$ cat src/rtl/mio_pkg.sv
// mio_bus_arbiter shared definitions.
// State and owner encodings plus region/error constants.
package mio_pkg;

  typedef enum logic [1:0] {
    IDLE    = 2'd0,
    RAM_ACC = 2'd1,
    IO_ACC  = 2'd2,
    DONE    = 2'd3
  } state_t;

  typedef enum logic {
    OWN_CPU = 1'b0,
    OWN_AUX = 1'b1
  } owner_t;

  localparam logic [3:0]  IO_BASE_DEF = 4'hF;
  localparam logic [31:0] ERR_RDATA   = 32'hFFFF_FFFF;

endpackage

$ cat src/rtl/mio_bus_arbiter.sv
// Two-master memory/IO arbiter with round-robin grant,
// fixed RAM latency and bounded IO wait.
module mio_bus_arbiter
  import mio_pkg::*;
#(
  parameter int         RAM_LAT    = 2,
  parameter int         IO_TIMEOUT = 16,
  parameter logic [3:0] IO_BASE    = IO_BASE_DEF
) (
  input  logic        clk,
  input  logic        reset,
  input  logic        cpu_req,
  input  logic        cpu_we,
  input  logic [31:0] cpu_addr,
  input  logic [31:0] cpu_wdata,
  output logic        MIO_ready,
  output logic [31:0] cpu_rdata,
  input  logic        aux_req,
  input  logic        aux_we,
  input  logic [31:0] aux_addr,
  input  logic [31:0] aux_wdata,
  output logic        aux_ready,
  output logic [31:0] aux_rdata,
  output logic        mem_en,
  output logic        mem_we,
  output logic [31:0] mem_addr,
  output logic [31:0] mem_wdata,
  input  logic [31:0] mem_rdata,
  output logic        io_en,
  output logic        io_we,
  output logic [31:0] io_addr,
  output logic [31:0] io_wdata,
  input  logic [31:0] io_rdata,
  input  logic        io_ready,
  output logic        bus_err,
  output logic        err_sticky
);

  localparam logic [7:0] RAM_LAST = 8'(RAM_LAT - 1);
  localparam logic [7:0] IO_LAST  = 8'(IO_TIMEOUT - 1);

  state_t      state_q, state_d;
  owner_t      owner_q, owner_d;
  owner_t      last_q, last_d;
  logic        we_q, we_d;
  logic [31:0] addr_q, addr_d;
  logic [31:0] wdata_q, wdata_d;
  logic [7:0]  cnt_q, cnt_d;
  logic [31:0] cpu_rd_q, cpu_rd_d;
  logic [31:0] aux_rd_q, aux_rd_d;
  logic        err_pend_q, err_pend_d;
  logic        sticky_q, sticky_d;

  owner_t      pick;
  logic        cap;
  logic [31:0] cap_val;

  // Next-state: grant, access sequencing and read capture
  always_comb begin
    state_d    = state_q;
    owner_d    = owner_q;
    last_d     = last_q;
    we_d       = we_q;
    addr_d     = addr_q;
    wdata_d    = wdata_q;
    cnt_d      = cnt_q;
    cpu_rd_d   = cpu_rd_q;
    aux_rd_d   = aux_rd_q;
    err_pend_d = err_pend_q;
    sticky_d   = sticky_q;
    pick       = OWN_CPU;
    cap        = 1'b0;
    cap_val    = '0;

    unique case (state_q)
      IDLE: begin
        if (cpu_req && aux_req) begin
          pick = (last_q == OWN_CPU) ? OWN_AUX : OWN_CPU;
        end else if (aux_req) begin
          pick = OWN_AUX;
        end
        if (cpu_req || aux_req) begin
          owner_d = pick;
          last_d  = pick;
          if (pick == OWN_AUX) begin
            we_d    = aux_we;
            addr_d  = aux_addr;
            wdata_d = aux_wdata;
          end else begin
            we_d    = cpu_we;
            addr_d  = cpu_addr;
            wdata_d = cpu_wdata;
          end
          if (addr_d[31:28] == IO_BASE) begin
            state_d = IO_ACC;
            cnt_d   = '0;
          end else begin
            state_d = RAM_ACC;
            cnt_d   = RAM_LAST;
          end
        end
      end
      RAM_ACC: begin
        if (cnt_q == '0) begin
          cap     = ~we_q;
          cap_val = mem_rdata;
          state_d = DONE;
        end else begin
          cnt_d = cnt_q - 8'd1;
        end
      end
      IO_ACC: begin
        if (io_ready) begin
          cap     = ~we_q;
          cap_val = io_rdata;
          state_d = DONE;
        end else if (cnt_q == IO_LAST) begin
          cap        = ~we_q;
          cap_val    = ERR_RDATA;
          err_pend_d = 1'b1;
          sticky_d   = 1'b1;
          state_d    = DONE;
        end else begin
          cnt_d = cnt_q + 8'd1;
        end
      end
      DONE: begin
        err_pend_d = 1'b0;
        state_d    = IDLE;
      end
      default: state_d = IDLE;
    endcase

    if (cap) begin
      if (owner_q == OWN_AUX) aux_rd_d = cap_val;
      else                    cpu_rd_d = cap_val;
    end
  end

  // State and latch registers
  always_ff @(posedge clk or posedge reset) begin
    if (reset) begin
      state_q    <= IDLE;
      owner_q    <= OWN_CPU;
      last_q     <= OWN_AUX;
      we_q       <= 1'b0;
      addr_q     <= '0;
      wdata_q    <= '0;
      cnt_q      <= '0;
      cpu_rd_q   <= '0;
      aux_rd_q   <= '0;
      err_pend_q <= 1'b0;
      sticky_q   <= 1'b0;
    end else begin
      state_q    <= state_d;
      owner_q    <= owner_d;
      last_q     <= last_d;
      we_q       <= we_d;
      addr_q     <= addr_d;
      wdata_q    <= wdata_d;
      cnt_q      <= cnt_d;
      cpu_rd_q   <= cpu_rd_d;
      aux_rd_q   <= aux_rd_d;
      err_pend_q <= err_pend_d;
      sticky_q   <= sticky_d;
    end
  end

  assign mem_en     = (state_q == RAM_ACC);
  assign mem_we     = mem_en & we_q & (cnt_q == RAM_LAST);
  assign mem_addr   = mem_en ? addr_q  : '0;
  assign mem_wdata  = mem_en ? wdata_q : '0;
  assign io_en      = (state_q == IO_ACC);
  assign io_we      = io_en & we_q & (cnt_q == '0);
  assign io_addr    = io_en ? addr_q  : '0;
  assign io_wdata   = io_en ? wdata_q : '0;
  assign MIO_ready  = (state_q == DONE) & (owner_q == OWN_CPU);
  assign aux_ready  = (state_q == DONE) & (owner_q == OWN_AUX);
  assign bus_err    = (state_q == DONE) & err_pend_q;
  assign err_sticky = sticky_q;
  assign cpu_rdata  = cpu_rd_q;
  assign aux_rdata  = aux_rd_q;

endmodule

$ cat config.mk
export PLATFORM = sky130hd
export DESIGN_NAME = mio_bus_arbiter
export DESIGN_NICKNAME = d
export VERILOG_FILES = /design/src/rtl/mio_pkg.sv /design/src/rtl/mio_bus_arbiter.sv
export SDC_FILE = /design/constraint.sdc
export NUM_CORES = 1
export LEC_CHECK = 0
export ABC_AREA = 0
export CAP_MARGIN = 20
export CORE_AREA = 5 5 150 152
export CTS_CLUSTER_SIZE = 14
export DETAILED_ROUTE_END_ITERATION = 12
export DIE_AREA = 0 0 155 157
export MAX_ROUTING_LAYER = met4
export PLACE_DENSITY = 0.79
export REMOVE_ABC_BUFFERS = 1
export SLEW_MARGIN = 0
export SYNTH_ARGS = -nofsm -noshare
export SYNTH_HDL_FRONTEND = slang
export SYNTH_SLANG_ARGS = --single-unit
$ cat constraint.sdc
create_clock -name clk -period 6.36 [get_ports clk]
set_input_delay 0.954 -clock clk [delete_from_list [all_inputs] [get_ports clk]]
set_output_delay 0.954 -clock clk [all_outputs]
set_load 0.01 [all_outputs]
# Yosys cells after proc, flatten, opt, wreduce, memory -nomap -nowiden
# Cells that the tools add are included.
[totals]
inputBits = 199
reg_bits = 143
out_inout_bits = 200
wordCells = 85
[op_classes]
eq_ne = 13
add_sub_neg = 2
muxes = 36
reduce_logical = 13
bitwise_logic = 10
[op_table]
columns = ["cell", "count"]
rows = [
  ["$mux W32", 11],
  ["$pmux W32 S2", 1],
  ["$mux W8", 4],
  ["$pmux W8 S3", 1],
  ["$mux W1", 11],
  ["$mux W2", 5],
  ["$reduce_and A3 Y1", 3],
  ["$add A8 B1 Y8 const B", 1],
  ["$eq A8 B1 Y1 const B", 1],
  ["$eq A8 B4 Y1 const B", 1],
  ["$logic_not A8 Y1", 1],
  ["$ne A2 B2 Y1 const B", 4],
  ["$pmux W2 S4", 1],
  ["$sub A8 B1 Y8 const B", 1],
  ["$and A1 B1 Y1", 7],
  ["$reduce_and A2 Y1", 3],
  ["$reduce_and A5 Y1", 1],
  ["$eq A2 B2 Y1 const B", 2],
  ["$eq A4 B4 Y1 const B", 1],
  ["$ne A2 B1 Y1 const B", 2],
  ["$pmux W1 S2", 2],
  ["$ne A3 B1 Y1 const B", 1],
  ["$not A1 Y1", 3],
  ["$reduce_bool A3 Y1", 1],
  ["5 further kinds", 5],
]

# Longest topological paths before layout
[logic_depth]
depth_word = 10
mapped_depth = 10
depth_no_buf = 7

# Least setup slack after synthesis
# Ideal clock, no wire load.
[synth_path]
path_kind = "register to output"
start = "register state_q[1]"
end = "output port mem_we"
required_ns = 5.406
path_stages_with_launch = 7
t_arrival_ns = 1.705
slack_ns = 3.701
path_buffers = 2
cell_sequence = "dfrtp_1 > inv_1 > ha_1 > clkbuf_1 > clkbuf_1 > nand3_1 > nor4_1"
[synth_between]
elab_chain_cells = 3
[synth_lines]
columns = ["element", "line_no", "source"]
rows = [
  ["start: declaration", "mio_bus_arbiter.sv:42", "state_t state_q, state_d;"],
  ["start signal: assignment", "mio_bus_arbiter.sv:155", "state_q <= state_d;"],
  ["$eq A2 B1 Y1", "mio_bus_arbiter.sv:169", "assign mem_en = (state_q == RAM_ACC);"],
  ["net mem_en", "mio_bus_arbiter.sv:24", "output logic mem_en,"],
  ["$and A1 B1 Y1 (2 in a row)", "mio_bus_arbiter.sv:170", "assign mem_we = mem_en & we_q & (cnt_q == RAM_LAST);"],
  ["end: declaration", "mio_bus_arbiter.sv:25", "output logic mem_we,"],
]
# The timed path passes the listed nets, and every way through them passes these cells.

# Worst setup path in the final report
[layout_path]
start = "register state_q[0]"
end = "output port io_addr[6]"
[layout_between]
elab_chain_cells = 2
[layout_lines]
columns = ["element", "line_no", "source"]
rows = [
  ["$eq A2 B2 Y1", "mio_bus_arbiter.sv:173", "assign io_en = (state_q == IO_ACC);"],
  ["$mux W32", "mio_bus_arbiter.sv:175", "assign io_addr = io_en ? addr_q : '0;"],
  ["end: declaration", "mio_bus_arbiter.sv:31", "output logic [31:0] io_addr,"],
]
# No other way between the ends.

==> flow_summary.yaml <==
clock_network:
  postCtsSetupBuffers: 0
  hold_buffers: 0
  cts_inserted_buffers: 17
  cts_tree: "built"
  clkTransAtPathRegs_ps: 60
  cts.htree.levels: 4
  clock_path_buffers: 2
  cts.repair.resized: 0
  clock-root-buffer: "clkbuf_16"
  clock_latency_ps: 420
  cts_sinks: 143
routing:
  routed_wl_um: 27800
  drcViolationCount: 0
  antenna_left: 0
  drt-vias-per-instance: 4.91
  vias: 7508
  drt_iter0_markers: 435
  wl_per_cell_um: 18.2
  first_pass_iters: 5
yosys:
  synth_edf_count: 0
  synth_compound_area_frac: 0.169
  synthCells: 886
  synth_top_family_by_area: "simple AND/OR/NAND/NOR gates"
  synthAdderAreaFrac: 0.0144
  yosysWarnings: 0
  synth-async-reset-ratio: 1.00
  ys.flop_type: "dfrtp_1"
  yosysSeqAreaShare: 0.458
  syn_avg_cell_area_um2: 8.82
  synth_cell_types: 47
  synth_xor_xnor_area_share: 0.00896
  synth_simple_gate_area_frac: 0.217
  synthMuxAreaShare: 0.0874
  ys_ff_latch: 143
  synth_area_mm2: 0.00782
hold_path:
  hold_depth: 2
  min_path_type: "flip-flop to flip-flop"
setup_path:
  crit_path_end: "io_addr[6]"
  r2r_cells: 6
  reg2reg_setup_slack_ps: 3770
  criticalPathCategory: "flip-flop to output pin"
  critPathBufInv: 3
  crit_path_start_kind: "flip-flop"
  r2r-start: "cnt_q[0]"
  crit_chain: "inv_1 > ha_2 > buf_4 > and2_1 > clkdlybuf4s50_1"
  timing.critical_path.arrival_ps: 2770
  critPathMaxStageDelay_ps: 610
  end_kind: "output pin"
  critPathMaxFanout: 55
  crit_required_ps: 5410
  path_depth: 5
  r2r_end: "aux_rdata[0]"
  cp_slowest_cell: "clkdlybuf4s50_1"
  cpLargestDelayFamily: "buffers and inverters"
  setup.worst_path.start: "state_q[0]"
layout:
  layout_commonest_cell: "clkdlybuf4s50_1"
  nets: 1448
  final_core_util: 0.598
  mostFrequentLayoutCells: "clkdlybuf4s50_1 (398), nand2_1 (149), dfrtp_1 (142)"
  area_growth_pct: 59.7
  drive_gt1_frac: 0.0670
  stdcell_area_mm2: 0.0125
  instances_no_fill: 1529
sta:
  finalSetupTns_ps: 0
  rsz0062_at_grt: "no"
  slew_viol_final: 0
  clock_skew_ps: 9.72
  period_minus_slack_ps: 3720
  finalCritPeriodShare: 0.585
  setup_viol: 0
  max_freq_mhz: 269
  maxSlewHeadroom: 0.311
  hold_viol: 0
  tightest_slew_ps: 1030
floorplan:
  fp-row-count: 53
  core_area_mm2: 0.0209
  start_util: 0.374
  die-area_mm2: 0.0243
  die_width_um: 155
  die_y_um: 157
  io_pins: 399
run:
  cap_viol_max_count: 0
outcome:
  status: "completed"
global_routing:
  grtUsageTotal: 0.228
  grt_max_degree: 95
  grt_pass1_wl_um: 42400
  overflow: 0
  antenna_found_initial: 1
  grt_pass1_vias: 7643
power_and_ir_drop:
  switching_share: 0.396
  p_sw_mw: 2.10
  peakVddDrop_mv: 0.199
  cellPowerDensity_mw_per_mm2: 426
  leakage_nw: 5.15
  power_frac_comb: 0.514
  pwr-share-clk: 0.178
  seqPwrFrac: 0.308
  p_int_mw: 3.21
place:
  dpl.hpwl_um: 21000
  numPlacedInstances: 1496
  postPlaceCellArea_mm2: 0.0119
  port_buffers: 398
  gp_congestion: 0.877
-- worst min path at each step --
stage | start | to | slack (ps)
after floorplan | addr_q[0] | addr_q[0] | 460
after global placement | err_sticky | err_sticky | 470
after detailed placement | cpu_rdata[8] | cpu_rdata[8] | 480
after CTS | cpu_rdata[8] | cpu_rdata[8] | 490
after global routing | err_sticky | err_sticky | 520
final | cpu_rdata[8] | cpu_rdata[8] | 480
-- layout make-up --
cell class	count	area, µm²
well taps	275	344
repair buffers	407	4050
fillers	1851	8400
clock inverters	14	123
diodes	1	2.50
multi-input cells	662	3920
clock buffers	18	429
inverters	9	38.8
flip-flops and latches	143	3580
-- tightest hold or removal path: stages (launching register included) --
cell and delay [ps]:
dfrtp_1 340, nand2_1 50, o21ai_1 60
-- power by group through the flow --
| stage | Sequential (mW) | Combinational [mW] | Clock, mW |
|---|---|---|---|
| final | 1.64 | 2.73 | 0.948 |
| after global routing | 1.70 | 3.00 | 1.01 |
| after CTS | 1.64 | 2.76 | 0.979 |
| after detailed placement | 1.66 | 2.75 | 0 |
| after global placement | 1.64 | 2.70 | 0 |
| after floorplan | 1.65 | 1.31 | 0 |
-- flip-flops by register name, summed over array words and instances, names as in the netlist --
name / cells
err_pend_q: 1
aux_rdata: 32
cpu_rdata: 32
cnt_q: 8
state_q: 2
last_q: 1
owner_q: 1
we_q: 1
addr_q: 32
wdata_q: 32
err_sticky: 1
-- metrics by stage --
step	power, mW	setup WS [ps]	hold WS (ps)
after floorplan	2.97	-1270	455
after detailed placement	4.41	2900	475
final	5.32	2640	484
after global routing	5.71	2470	516
after CTS	5.38	2600	489
after global placement	4.34	3020	466
-- cells by family after synthesis --
kind of cell,Yosys count
flip-flops,143
buffers and inverters,81
XOR/XNOR,8
adder cells (fa/ha/maj),9
multiplexers,68
AO/OA/AOI/OAI,229
AND/OR/NAND/NOR,348
-- synthesized netlist by cell type, types with 2 or more instances --
| cell type | n | area [µm²] |
|---|---|---|
| nand2_1 | 150 | 563 |
| dfrtp_1 | 142 | 3550 |
| and2_1 | 130 | 813 |
| o21ai_0 | 73 | 365 |
| a21oi_1 | 67 | 335 |
| mux2i_1 | 66 | 661 |
| clkbuf_1 | 48 | 180 |
| nor2_1 | 43 | 161 |
| o21ai_1 | 38 | 190 |
| a21oi_2 | 32 | 280 |
| buf_2 | 19 | 95.1 |
| ha_1 | 9 | 113 |
| inv_1 | 9 | 33.8 |
| xor2_1 | 6 | 52.6 |
| nand3_1 | 5 | 25.0 |
| nor4_1 | 4 | 25.0 |
| a22oi_1 | 3 | 22.5 |
| a31oi_1 | 3 | 18.8 |
| buf_6 | 3 | 33.8 |
| nand4_1 | 3 | 18.8 |
| a22o_1 | 2 | 17.5 |
| nor3_1 | 2 | 10.0 |
| o31ai_1 | 2 | 15.0 |
| or3_1 | 2 | 12.5 |
| or4_1 | 2 | 15.0 |
| xnor2_1 | 2 | 17.5 |
-- metal layers --
metal,up-vias,wire length [µm],global-route usage
met5,-,0,-
met4,0,636,0.0770
met3,33,2640,0.0792
met2,319,13800,0.380
met1,3463,10700,0.257
li1,3693,-,-
(Power assumes the default switching activity.)
